--- src/rtl/mult_pkg.sv ---
// Shared constants and FSM state encodings for the iterative signed multiplier.
package mult_pkg;

    localparam int unsigned DEF_WIDTH   = 32;
    localparam int unsigned DEF_COUNT_W = $clog2(DEF_WIDTH) + 1;

    typedef logic [1:0] state_t;

    localparam state_t ST_IDLE = 2'd0;
    localparam state_t ST_BUSY = 2'd1;
    localparam state_t ST_DONE = 2'd2;

endpackage

--- src/rtl/multiply.sv ---
// Iterative WIDTHxWIDTH signed multiplier: shift-and-add on operand magnitudes,
// one multiplier bit per clock, sign applied when the result is written.
module multiply
    import mult_pkg::*;
#(
    parameter int unsigned WIDTH = DEF_WIDTH
) (
    input  logic                 clk,
    input  logic                 rst,
    input  logic                 mult_begin,
    input  logic [WIDTH-1:0]     mult_op1,
    input  logic [WIDTH-1:0]     mult_op2,
    output logic [2*WIDTH-1:0]   product,
    output logic                 mult_end
);

    localparam int unsigned COUNT_W = $clog2(WIDTH) + 1;
    localparam int unsigned PROD_W  = 2 * WIDTH;

    state_t              state;
    state_t              state_nxt;
    logic [PROD_W-1:0]   mcand;
    logic [PROD_W-1:0]   mcand_nxt;
    logic [PROD_W-1:0]   acc;
    logic [PROD_W-1:0]   acc_nxt;
    logic [PROD_W-1:0]   acc_sum;
    logic [PROD_W-1:0]   product_nxt;
    logic [WIDTH-1:0]    mplier;
    logic [WIDTH-1:0]    mplier_nxt;
    logic                sign;
    logic                sign_nxt;
    logic                mult_end_nxt;
    logic [COUNT_W-1:0]  cnt;
    logic [COUNT_W-1:0]  cnt_nxt;

    // Magnitude as an unsigned value; the most negative input maps exactly.
    function automatic logic [WIDTH-1:0] abs_val(input logic [WIDTH-1:0] v);
        return v[WIDTH-1] ? -v : v;
    endfunction

    always_ff @(posedge clk) begin
        if (rst) begin
            state    <= ST_IDLE;
            mcand    <= '0;
            mplier   <= '0;
            acc      <= '0;
            sign     <= 1'b0;
            cnt      <= '0;
            product  <= '0;
            mult_end <= 1'b0;
        end else begin
            state    <= state_nxt;
            mcand    <= mcand_nxt;
            mplier   <= mplier_nxt;
            acc      <= acc_nxt;
            sign     <= sign_nxt;
            cnt      <= cnt_nxt;
            product  <= product_nxt;
            mult_end <= mult_end_nxt;
        end
    end

    // Next-state and datapath update; the final add is folded into the DONE write.
    always_comb begin
        state_nxt    = state;
        mcand_nxt    = mcand;
        mplier_nxt   = mplier;
        acc_nxt      = acc;
        sign_nxt     = sign;
        cnt_nxt      = cnt;
        product_nxt  = product;
        mult_end_nxt = mult_end;
        acc_sum      = acc + (mplier[0] ? mcand : '0);

        case (state)
            ST_IDLE: begin
                mult_end_nxt = 1'b0;
                if (mult_begin) begin
                    state_nxt  = ST_BUSY;
                    mcand_nxt  = {{WIDTH{1'b0}}, abs_val(mult_op1)};
                    mplier_nxt = abs_val(mult_op2);
                    sign_nxt   = mult_op1[WIDTH-1] ^ mult_op2[WIDTH-1];
                    acc_nxt    = '0;
                    cnt_nxt    = '0;
                end
            end
            ST_BUSY: begin
                if (!mult_begin) begin
                    state_nxt = ST_IDLE;
                end else begin
                    acc_nxt    = acc_sum;
                    mcand_nxt  = mcand << 1;
                    mplier_nxt = mplier >> 1;
                    cnt_nxt    = cnt + COUNT_W'(1);
                    if (cnt == COUNT_W'(WIDTH - 1)) begin
                        state_nxt    = ST_DONE;
                        product_nxt  = sign ? -acc_sum : acc_sum;
                        mult_end_nxt = 1'b1;
                    end
                end
            end
            ST_DONE: begin
                if (!mult_begin) begin
                    state_nxt    = ST_IDLE;
                    mult_end_nxt = 1'b0;
                end
            end
            default: begin
                state_nxt    = ST_IDLE;
                mult_end_nxt = 1'b0;
            end
        endcase
    end

endmodule

--- config.mk ---
export PLATFORM = sky130hd
export DESIGN_NAME = multiply
export DESIGN_NICKNAME = d
export VERILOG_FILES = /design/src/rtl/mult_pkg.sv /design/src/rtl/multiply.sv
export SDC_FILE = /design/constraint.sdc
export NUM_CORES = 1
export LEC_CHECK = 0
export BUFFER_PORTS_ARGS = -buffer_cell sky130_fd_sc_hd__buf_4
export CAP_MARGIN = 20
export CORE_MARGIN = 2
export CORE_UTILIZATION = 35
export CTS_BUF_LIST = sky130_fd_sc_hd__clkbuf_8
export DETAILED_ROUTE_END_ITERATION = 8
export PLACE_DENSITY = 0.48
export SLEW_MARGIN = 10
export SYNTH_ARGS = -nofsm -noshare
export SYNTH_HDL_FRONTEND = slang
export SYNTH_SLANG_ARGS = --single-unit
export TNS_END_PERCENT = 1
--- constraint.sdc ---
create_clock -name clk -period 8.1 [get_ports clk]
set_clock_uncertainty 0.15 [all_clocks]
set_input_delay 0.405 -clock clk [delete_from_list [all_inputs] [get_ports clk]]
set_output_delay 0.405 -clock clk [all_outputs]
set_load 0.02 [all_outputs]
* Word level (Yosys, flattened, before mapping) *
Index checks and enable logic that the tools add are counted.

storage, ports and cells
  output and inout port bits = 65
  memory bits (read-only) = 0
  register bits = 234
  input port bits = 67
  bits in writable memories = 0
  logic and storage cells = 54
  bits in latches = 0
  memories kept = 0

cells by class
  eq/ne operators = 8
  divide/modulo/power cells = 0
  add/subtract/negate cells = 5
  $lt $le $gt $ge = 0
  reductions and logical operators = 7
  $mul = 0
  bitwise gates (word level) = 1
  multiplexer cells = 25
  shift operators = 0

operator list
  cell                                                              count
  64-bit two-way mux                                                6
  64-bit one-hot mux with 2 select lines                            2
  32-bit two-way mux                                                4
  64-bit adder                                                      1
  32-bit negation                                                   2
  64-bit negation                                                   1
  32-bit one-hot mux with 2 select lines                            1
  6-bit two-way mux                                                 2
  6-bit one-hot mux with 2 select lines                             1
  3-bit AND reduction                                               4
  2-bit two-way mux                                                 4
  2-bit inequality test (second input constant)                     4
  6-bit by 1-bit adder with 6-bit output (second input constant)    1
  6-bit by 5-bit == test with 1-bit output (second input constant)  1
  2-bit one-hot mux with 3 select lines                             1
  1-bit two-way mux                                                 3
  3-bit inequality test (second input constant)                     1
  2-bit by 1-bit == test with 1-bit output (second input constant)  1
  2-bit == test (second input constant)                             1
  2-bit logical NOT                                                 1
  1-bit one-hot mux with 2 select lines                             1
  2-bit AND reduction                                               1
  2-bit nonzero test                                                1
  1-bit bitwise XOR                                                 1

* Longest topological paths before layout *
  depth after elaboration = 4
  gate-level depth with buffers = 20
  depth with buffers taken out = 15

* Least setup slack after synthesis *
Ideal clock, no wire load.

  kind = register to register
  from = register mplier[0]
  to = register product[47]
  arrival time = 4.494 ns
  buffers on the path = 4
  clock period less this slack = 4.729 ns
  data required time = 7.864 ns
  path slack = 3.371 ns
  library setup time = 0.086 ns
  cell stages (with the launch flop) = 20
  path through = dfxtp_1 clkbuf_1 clkbuf_1 and2_1 ha_1 inv_1 fa_1 nand2b_1 a21oi_2 o21ai_2 a2111oi_1 a211oi_2 xnor2_1 a2111o_1 or3_1 buf_4 buf_6 o41ai_2 xor2_1 a211oi_1

on the way
  word-level cells in the longest chain between the ends = 4

RTL lines
  element                 RTL line        text
  from (decl)             multiply.sv:28  logic [WIDTH-1:0] mplier;
  from (signal assigned)  multiply.sv:54  mplier <= mplier_nxt;
  64-bit two-way mux (*)  multiply.sv:73  acc_sum = acc + (mplier[0] ? mcand : '0);
  64-bit adder (*)        multiply.sv:73
  64-bit negation         multiply.sv:97  product_nxt = sign ? -acc_sum : acc_sum;
  64-bit two-way mux (*)  multiply.sv:97
  to (signal assigned)    multiply.sv:58  product <= product_nxt;
  to (decl)               multiply.sv:13  output logic [2*WIDTH-1:0] product,

Mark *: on every way between the ends. The rest lies on a longest branch, timed or not.
A chain may end at the register's enable or synchronous reset.

* Worst setup path after layout *
  from = register mplier[0]
  to = register product[59]

The elaborated chain is that of the path after synthesis.

==> reports/qor.yml <==
drt:
  via_count: 17196
  drt_iter0_drc: 1218
  drc: 0
  wl_um: 59700
  dr.pass1.iters: 5
  antenna_left: 0
  viasPerCell: 5.717
  wire_per_inst_um: 19.85
sta:
  tightest_slew_ps: 1153
  drv_slew: 0
  rsz0062_at_grt: "false"
  finalSetupViolations: 0
  final.setup.tns_ps: 0
  max_slew_margin_pct: 22.65
  period_share_pct: 74.03
  hold_violations: 0
  fmax_mhz: 166.8
  min_period_ps: 5997
clock_network:
  clk_latency_ps: 640
  cts_buffer_depth: 3
  cts_tree: "yes"
  cts.sinks: 234
  clkSlewWorstSetupHoldPaths_ps: 60
  cts-buffers-inserted: 45
  htree_levels: 2
  cts-root-buf: "clkbuf_8"
  ctsResizeCount: 0
final_layout:
  drive_above_1_share_pct: 12.59
  final_nets: 2447
  area_growth_pct: 13.43
  final_core_util_pct: 40.06
  layout_commonest_cell: "nor2_1"
  design_area_um2: 19530
  num_antenna_cells: 0
  final_cell_mix: "254 x nor2_1, 232 x dfxtp_1, 228 x nand2_1"
global_routing:
  grt_antenna_before_repair: 1
  grt_pass1_vias: 16083
  overflow: 0
  grt_usage_pct: 23.08
  grt_pass1_wl_um: 92820
  grt_max_degree: 94
floorplanning:
  io_pins: 132
  die_y_um: 225.8
  fp-row-count: 81
  core_area_um2: 48750
  die_w_um: 225.8
  start_util_pct: 35.31
  dieArea_um2: 50970
setup_path:
  path_max_fanout: 65
  crit_chain: "buf_4 -> and2_1 -> ha_1 -> inv_1 -> fa_1 -> nand2b_1 -> a21oi_2 -> o21ai_2 -> a2111oi_1 -> a211oi_2 -> xnor2_1 -> a2111o_1 -> or3_1 -> nor4_2 -> or3_1 -> a31oi_1"
  crit_top_cell: "or3_1"
  required_ps: 8460
  crit_path_end_kind: "register"
  path_class: "reg -> reg"
  max_stage_delay_ps: 830
  cp_slowest_cell: "nor4_2"
  crit_path_start_kind: "register"
  arrival_ps: 6350
synth:
  syn-cell-area_um2: 17210
  yosysWarnings: 0
  ys_seq_elements: 234
  synth_edf_count: 0
  synth_seq_area_share_pct: 27.21
  synth-main-ff-cell: "dfxtp_1"
  syn-mean-instance-area_um2: 7.590
  synth_fp_nets: 2403
  async_flop_share_pct: 0
  synth_cell_types: 101
  synthCells: 2268
power:
  p_int_mw: 1.993
  vdd_drop_max_uv: 74.58
  netSwitchingFraction_pct: 29.29
  cellLeakagePower_nw: 7.252
  seq_power_share_pct: 42.6
  power_mw: 2.819
  p_comb_share_pct: 13.8
  power_density_nw_per_um2: 144.3
  clkPwrFrac_pct: 43.6
  p_switching_uw: 825.7
placement:
  gp_congestion: 0.9513
  hpwl_um: 44040
  port_buffers: 131
  dpl_cell_area_um2: 18440
run:
  drv_cap: 0
min_path:
  worstHoldPathType: "in -> reg"
status:
  outcome: "completed"
[per-layer routing]
layer  share of wire, %  track usage (%)  vias up
met1                 49            33.59     8168
met5                  0                0        -
li1                   -                -     8464
met3                6.1            4.189       82
met2                 43            34.98      482
met4                2.0            5.426        0
[Yosys cell counts (6+ instances only)]
cell type	instances	area, um2
nor2_1	256	960.9
dfxtp_1	234	4684
nand2_1	228	855.8
a21oi_1	191	955.9
clkbuf_1	128	480.5
o21ai_0	100	500.5
and2_1	90	563.0
xnor2_1	86	753.2
nand3_1	74	370.4
a211oi_1	73	548.0
ha_1	67	838.3
a22oi_1	66	495.5
xor2_1	60	525.5
nand4_1	48	300.3
o221ai_1	48	420.4
nor3_1	43	215.2
o31ai_1	39	292.8
a21o_1	32	240.2
or3_1	30	187.7
inv_1	28	105.1
buf_2	17	85.08
nor4_1	14	87.58
o211ai_1	13	97.59
o21ai_1	13	65.06
nand2b_1	12	75.07
o21a_1	12	90.09
a31oi_1	11	68.82
and3_1	11	68.82
mux2i_1	11	110.1
o41ai_1	11	96.34
or4_1	11	82.58
o21bai_1	10	75.07
a21oi_2	9	78.83
and4_1	9	78.83
a211o_1	8	70.07
nor3b_1	8	60.06
o221a_2	8	90.09
or2_2	8	50.05
a311oi_1	7	61.31
buf_1	7	26.28
nand3b_1	7	52.55
a221oi_1	6	52.55
clkbuf_8	6	82.58
[registers in the layout, indices dropped and copies added, names as in the netlist]
signal    flops
product      64
mplier       32
cnt           6
state         2
mcand        64
sign          1
mult_end      1
acc          64
[logic make-up (layout without fill, tap and decap cells)]
family / after synthesis / after routing / share of synthesized area (%)
buffers and inverters: 195 / 271 / 5.044
AO/OA/AOI/OAI: 727 / 727 / 29.37
multiplexers: 12 / 12 / 0.7051
XOR/XNOR: 146 / 146 / 7.428
flip-flops: 234 / 234 / 27.21
adder cells (fa/ha/maj): 68 / 68 / 4.986
AND/OR/NAND/NOR: 886 / 886 / 25.25
[critical path: cells and delay by family (launching register included)]
kind,cells,cell delay (ps)
AND/OR/NAND/NOR,5,2120
AO/OA/AOI/OAI,6,1820
adder cells (fa/ha/maj),2,630
buffers and inverters,2,530
flip-flops,1,310
XOR/XNOR,1,250
[what timing repair did]
item / CTS / global route
hold buffers: 15 / 0
buffers inserted: 0 / 0
endpoints found under the hold margin: 31 / 0
[metrics by stage]
step	instances	hold WS (ps)	worst slack [ps]
floorplan	2268	278.4	3371
global placement	2914	291.3	2217
detailed placement	2914	294.3	2150
CTS	3008	1.037	2152
global route	3008	15.50	1742
finish	3008	49.32	2103
[power by group through the flow]
stage          sequential, mW  clock [mW]  combinational [mW]
4_1_cts                  1.20        1.28               0.390
6_report                 1.20        1.23               0.390
5_1_grt                  1.20        1.32               0.427
2_1_floorplan            1.21           0               0.264
3_5_place_dp             1.22           0               0.383
3_3_place_gp             1.22           0               0.379
[worst paths after layout]
check	startpoint	endpoint	slack [ps]	depth (start not counted)
setup / recovery	mplier[0]	product[59]	2100	16
hold / removal	mult_op2[11]	mplier[11]	50	4
setup reg to reg	mplier[0]	product[59]	2100	16
hold reg to reg	mplier[12]	mplier[12]	300	2
[cell type report]
| cell class | instances | area (um2) |
|---|---|---|
| multi-input combinational | 1839 | 11690 |
| timing repair buffer | 164 | 1272 |
| inverter | 28 | 105.1 |
| tap | 664 | 830.8 |
| clock inverter | 21 | 138.9 |
| clock buffer | 58 | 798.3 |
| sequential | 234 | 4687 |
| fill | 5092 | 29220 |
Note: power is estimated with default switching activity, not from simulation.
